[config.mk]
export PLATFORM = sky130hd
export DESIGN_NAME = freq_meter
export DESIGN_NICKNAME = d
export VERILOG_FILES = /design/src/rtl/freq_meter_pkg.sv /design/src/rtl/freq_meter_gate_timer.sv /design/src/rtl/freq_meter.sv
export SDC_FILE = /design/constraint.sdc
export NUM_CORES = 1
export LEC_CHECK = 0
export CAP_MARGIN = 40
export CORE_AREA = 2 2 73 128
export DETAILED_ROUTE_END_ITERATION = 16
export DIE_AREA = 0 0 75 130
export PLACE_DENSITY = 0.68
export SLEW_MARGIN = 5
export SYNTH_ARGS = -nofsm -noshare
export SYNTH_HDL_FRONTEND = slang
export SYNTH_HIERARCHICAL = 1
export SYNTH_SLANG_ARGS = --single-unit
[constraint.sdc]
create_clock -name clk_50MHz -period 5 [get_ports clk_50MHz]
set_input_delay 0.5 -clock clk_50MHz [delete_from_list [all_inputs] [get_ports clk_50MHz]]
set_output_delay 0.5 -clock clk_50MHz [all_outputs]
set_load 0.05 [all_outputs]
[src/rtl/freq_meter_pkg.sv]
// freq_meter_pkg: shared definitions for the frequency meter.
// Holds the FSM state encoding, the default gate length and a helper that
// sizes the gate timer.
package freq_meter_pkg;

   // state      | meaning
   // -----------+--------------------------------------------------------
   // ST_IDLE    | no gate open, waiting for start or continuous mode
   // ST_MEASURE | gate open, counting rising edges of the synchronised input
   // ST_DONE    | single cycle: result published on freq, valid high
   typedef enum logic [1:0] {
      ST_IDLE    = 2'd0,
      ST_MEASURE = 2'd1,
      ST_DONE    = 2'd2
   } state_t;

   // One second at 50 MHz.
   localparam int GATE_CYCLES_DEF = 50_000_000;

   // Gate timer width; a one-cycle gate still needs a one-bit counter.
   function automatic int timer_width(input int cycles);
      return (cycles > 1) ? $clog2(cycles) : 1;
   endfunction

endpackage

[src/rtl/freq_meter_gate_timer.sv]
// gate_timer: counts clock cycles while the measurement gate is open and
// flags the final cycle of the gate. The counter is held at zero whenever
// clear is high so the next gate always starts from cycle 0.
module gate_timer
   import freq_meter_pkg::*;
#(
   parameter int GATE_CYCLES = GATE_CYCLES_DEF
) (
   input  logic clk_50MHz,
   input  logic rst,
   input  logic clear,
   input  logic en,
   output logic last
);

   localparam int TW = timer_width(GATE_CYCLES);
   localparam logic [TW-1:0] LAST_CNT = TW'(GATE_CYCLES - 1);

   logic [TW-1:0] gate_cnt;

   // Gate cycle counter: cleared outside the gate, advances once per gate cycle.
   always_ff @(posedge clk_50MHz) begin
      if (rst || clear) begin
         gate_cnt <= '0;
      end else if (en) begin
         gate_cnt <= gate_cnt + 1'b1;
      end
   end

   // Full-width terminal compare, qualified by the gate being open.
   assign last = en && (gate_cnt == LAST_CNT);

endmodule

[src/rtl/freq_meter.sv]
// freq_meter: counts rising edges of an asynchronous input over a fixed gate
// of GATE_CYCLES clocks and publishes the count on freq with a valid pulse.
// Single-shot on start, or free-running while cont is high.
// Optional build macro FREQ_METER_OVF_EN adds an ovf output reporting that
// edges were lost to counter saturation during the last gate.
module freq_meter
   import freq_meter_pkg::*;
#(
   parameter int GATE_CYCLES = GATE_CYCLES_DEF,
   parameter int CNT_W       = 32
) (
   input  logic             clk_50MHz,
   input  logic             rst,
   input  logic             sig_in,
   input  logic             start,
   input  logic             cont,
   output logic [CNT_W-1:0] freq,
   output logic             valid,
   output logic             busy
`ifdef FREQ_METER_OVF_EN
   ,
   output logic             ovf
`endif
);

   state_t           state;
   state_t           state_nxt;

   logic             sig_sync1;
   logic             sig_sync2;
   logic             sig_prev;
   logic             edge_det;

   logic [CNT_W-1:0] edge_cnt;
   logic [CNT_W-1:0] edge_cnt_inc;
   logic             edge_cnt_full;

   logic             gate_open;
   logic             gate_last;

   // Two-flop synchroniser followed by a history flop for edge detection.
   always_ff @(posedge clk_50MHz) begin
      if (rst) begin
         sig_sync1 <= 1'b0;
         sig_sync2 <= 1'b0;
         sig_prev  <= 1'b0;
      end else begin
         sig_sync1 <= sig_in;
         sig_sync2 <= sig_sync1;
         sig_prev  <= sig_sync2;
      end
   end

   assign edge_det = sig_sync2 & ~sig_prev;

   // State register.
   always_ff @(posedge clk_50MHz) begin
      if (rst) begin
         state <= ST_IDLE;
      end else begin
         state <= state_nxt;
      end
   end

   // Next-state logic; start is only honoured from IDLE.
   always_comb begin
      state_nxt = state;
      case (state)
         ST_IDLE: begin
            if (start || cont) begin
               state_nxt = ST_MEASURE;
            end
         end
         ST_MEASURE: begin
            if (gate_last) begin
               state_nxt = ST_DONE;
            end
         end
         ST_DONE: begin
            state_nxt = cont ? ST_MEASURE : ST_IDLE;
         end
         default: begin
            state_nxt = ST_IDLE;
         end
      endcase
   end

   assign gate_open = (state == ST_MEASURE);
   assign busy      = gate_open;
   assign valid     = (state == ST_DONE);

   // Timer is cleared in IDLE and DONE so every gate starts at cycle 0.
   gate_timer #(
      .GATE_CYCLES (GATE_CYCLES)
   ) u_gate_timer (
      .clk_50MHz (clk_50MHz),
      .rst       (rst),
      .clear     (~gate_open),
      .en        (gate_open),
      .last      (gate_last)
   );

   // Saturating increment; the same value feeds the counter and the result
   // so an edge in the final gate cycle is included in freq.
   assign edge_cnt_full = &edge_cnt;
   assign edge_cnt_inc  = (edge_det && !edge_cnt_full) ? edge_cnt + 1'b1 : edge_cnt;

   // Edge counter: only runs inside the gate, zero otherwise.
   always_ff @(posedge clk_50MHz) begin
      if (rst || !gate_open) begin
         edge_cnt <= '0;
      end else begin
         edge_cnt <= edge_cnt_inc;
      end
   end

   // Result register: loaded on the last gate cycle, held until the next one.
   always_ff @(posedge clk_50MHz) begin
      if (rst) begin
         freq <= '0;
      end else if (gate_last) begin
         freq <= edge_cnt_inc;
      end
   end

`ifdef FREQ_METER_OVF_EN
   logic edge_lost;
   logic edge_lost_now;

   // An edge arriving while the counter already holds all-ones is dropped.
   assign edge_lost_now = edge_det && edge_cnt_full;

   // Sticky per-gate record of dropped edges.
   always_ff @(posedge clk_50MHz) begin
      if (rst || !gate_open) begin
         edge_lost <= 1'b0;
      end else if (edge_lost_now) begin
         edge_lost <= 1'b1;
      end
   end

   // Overflow flag published alongside freq.
   always_ff @(posedge clk_50MHz) begin
      if (rst) begin
         ovf <= 1'b0;
      end else if (gate_last) begin
         ovf <= edge_lost | edge_lost_now;
      end
   end
`endif

endmodule

==> metrics.md <==
| Metric | Value |
|---|---|
| Status | finished, final reports clean |
| First-pass GRT wire length | 15,500 um |
| CTS tree | done |
| Synth async-reset ratio | 0% |
| Total CTS buffers | 9 |
| Sink Count | 95 |
| Setup bufs post-CTS | 0 |
| Slew headroom | about half |
| Cell area after synthesis | ~0.0042 mm^2 |
| Vias per cell | roughly 5.7 |
| EDFF count, synth | 0 |
| Worst Setup End Kind | flop |
| Residual DRC count | 0 |
| Core footprint | around 0.0088 mm^2 |
| P_leak | approximately 0.0014 uW |
| Clk buf depth | 2 |
| Ranking of synthesized cells by area | dfxtp_1 (46%), nor2_1 (6.6%), xnor2_1 (5.2%) |
| Die span in y | 130 um |
| Achievable Freq | 368 MHz |
| RSZ-0062 raised after global routing | no |
| Hold WC Path Type | flop to flop |
| Count of pins over their slew limit | 0 |
| CTS H-tree depth | 3 |
| Vias in the first global route | between 3,000 and 4,000 |
| Starting Density | approximately 47% |
| Fin. Hold Viols | 0 |
| Layout Nets | approximately 510 |
| Final Setup Violations | 0 |
| Largest net degree at the start of global routing | 66 |
| Hold buffers post-CTS | 0 |
| HPWL after DPL | 6740 um |
| GRT Util Overall | roughly a fifth |
| Most common cell after layout, fill and taps aside | dfxtp_1 |
| Die Wd | approximately 75 um |
| Multi-input gate area | between 0.002 and 0.0025 mm^2 |
| Die area | 0.00975 mm^2 |
| Power Dens Cells | a little under 300 mW/mm^2 |
| Area delta synth->final | 17.5% |
| Setup crit start kind | flop |
| Initial antenna violation count | 0 |
| Highest-count cells in the layout ignoring fill and taps | dfxtp_1 (95), nor2_1 (74), clkdlybuf4s50_1 (38) |
| Syn Nets | just under 500 |
| Ys flop type | dfxtp_1 |
| Vias after detailed routing | between 3,000 and 4,000 |
| Syn. warnings | 6 |
| Gpl congestion | 0.844 |
| Max-cap violations | 0 |
| DR pass1 iterations | 5 |
| Cell taking the most area after synthesis | dfxtp_1 |
| Rows | 46 |
| Flops & latches, synth | 95 |
| Boundary pin count | 39 |
| CP required | 5.20 ns |
| GR Overflow Total | 0 |
| Tcrit/Tclk final | between 50% and 60% |
| Input/output buffers | 38 |
| Final setup skew | 0.00492 ns |
| Post-route setup TNS | 0 ns |
| Reg area | approximately 0.0019 mm^2 |
| Post-synth top area share | between 40% and 50% |
| Antenna Nets Post-Route | 0 |
| Total design power | 1460 uW |
| Root buf cell | clkbuf_16 |
| Register area share after synthesis | around 46% |
| Worst Path Arrival | roughly 2.9 ns |
| Worst VDD drop | around 0.2 mV |
| Fillers | 835 |
| Syn avg cell area | roughly 9 um^2 |
| Post-DR wirelength/cell | 15.1 um |
| Netlist cell types | 46 |
| Slew of the pin with the lowest slew margin | about 0.76 ns |
| Worst-skew pair later-pin latency | ~0.34 ns |
| Post-layout minimum cycle time | about 2.7 ns |
| Post-CTS sizing | 0 |
| Critical path class | flop to flop |
| Diodes inserted | 0 |
| DRC marker count from the first detailed-route iteration | between 100 and 150 |
| Clock-pin slew on the worst setup and hold paths | around 0.060 ns |
| Fraction of layout cells with a size suffix above 1 | 6.96% |
| Crit path max fanout | between 60 and 70 |
| Final WL | between 9000 and 10,000 um |
| Mapped Cells | about 470 |
synthesized netlist by cell type, types with 3 or more instances:
library cell  count
a211oi_1         26
a21oi_1          32
a311oi_1         10
and3_1            4
and4_1            8
clkbuf_1         24
dfxtp_1          95
inv_1            10
mux2i_1           4
nand2_1          24
nand3_1          15
nand4_1          21
nor2_1           74
nor2b_1           4
nor3_1            5
nor4_1            7
o21ai_0          14
o31ai_1           9
or2_2             3
or3_1            16
or4_1            10
xnor2_1          25
xor2_1            6
worst max-delay path: stages, from the launching register on:
cell     delay (ns)
dfxtp_1        0.33
inv_1          0.07
nor2_1         0.40
and3_1         0.37
nand2_1        0.11
nor4_2         0.22
buf_4          0.53
inv_1          0.12
mux2i_1        0.15
nor2_1         0.06
a21oi_1        0.12
nor2_1         0.05
cell type report:
class                   count  share of cell area, %
repair buffers             42                   8.35
flip-flops and latches     95                   38.7
clock buffers              10                   4.66
inverters                  10                  0.764
clock inverters             5                   1.22
multi-input cells         341                   43.2
well taps                 120                   3.06
sequential cells by signal, summed over array words and instances, names as in the netlist:
| register | flops |
|---|---|
| state | 2 |
| edge_cnt | 32 |
| freq | 32 |
| sig_sync2 | 1 |
| u_gate_timer/gate_cnt | 26 |
| sig_prev | 1 |
| sig_sync1 | 1 |
path summary, 6_finish.rpt:
check / startpoint / to / slack (ns) / cells after the start
max reg2reg: state[0] / state[0] / 2.28 / 11
max: state[0] / state[0] / 2.28 / 11
min reg2reg: sig_sync1 / sig_sync2 / 0.45 / 1
min: sig_sync1 / sig_sync2 / 0.45 / 1
routing by layer:
metal	GRT usage, %	vias to the layer above	wire length (um)
li1	-	1789	-
met1	21.4	1694	3770
met2	37.8	65	5160
met3	4.63	19	266
met4	9.14	0	216
met5	0	-	0
metrics by stage:
| stage | std cells | setup slack (ns) | area [um^2] | util [%] | hold slack, ns |
|---|---|---|---|---|---|
| final | 623 | 2.28 | 4910 | 55.8 | 0.447 |
| after global routing | 623 | 2.01 | 4910 | 55.8 | 0.475 |
| after CTS | 623 | 2.27 | 4910 | 55.8 | 0.451 |
| after detailed placement | 608 | 2.24 | 4620 | 52.5 | 0.424 |
| after global placement | 608 | 2.33 | 4620 | 52.5 | 0.427 |
| after floorplan | 474 | 2.00 | 4180 | - | 0.414 |
power by group:
part / total [uW] / leakage (uW) / internal (uW) / switching [uW]
clock network: 670 / 0.000127 / 385 / 286
registers: 760 / 0.000766 / 759 / 1.44
logic: 30.7 / 0.000529 / 9.25 / 21.5
cells by family after synthesis:
logic type | Yosys count | share of synthesized area (%)
simple gates | 207 | 27.3
mux | 4 | 0.958
buf+inv | 38 | 3.83
flops | 95 | 45.5
fa+ha+maj | 2 | 0.599
compound gates | 97 | 15.3
xor+xnor | 31 | 6.50
(Power assumes the default switching activity.)
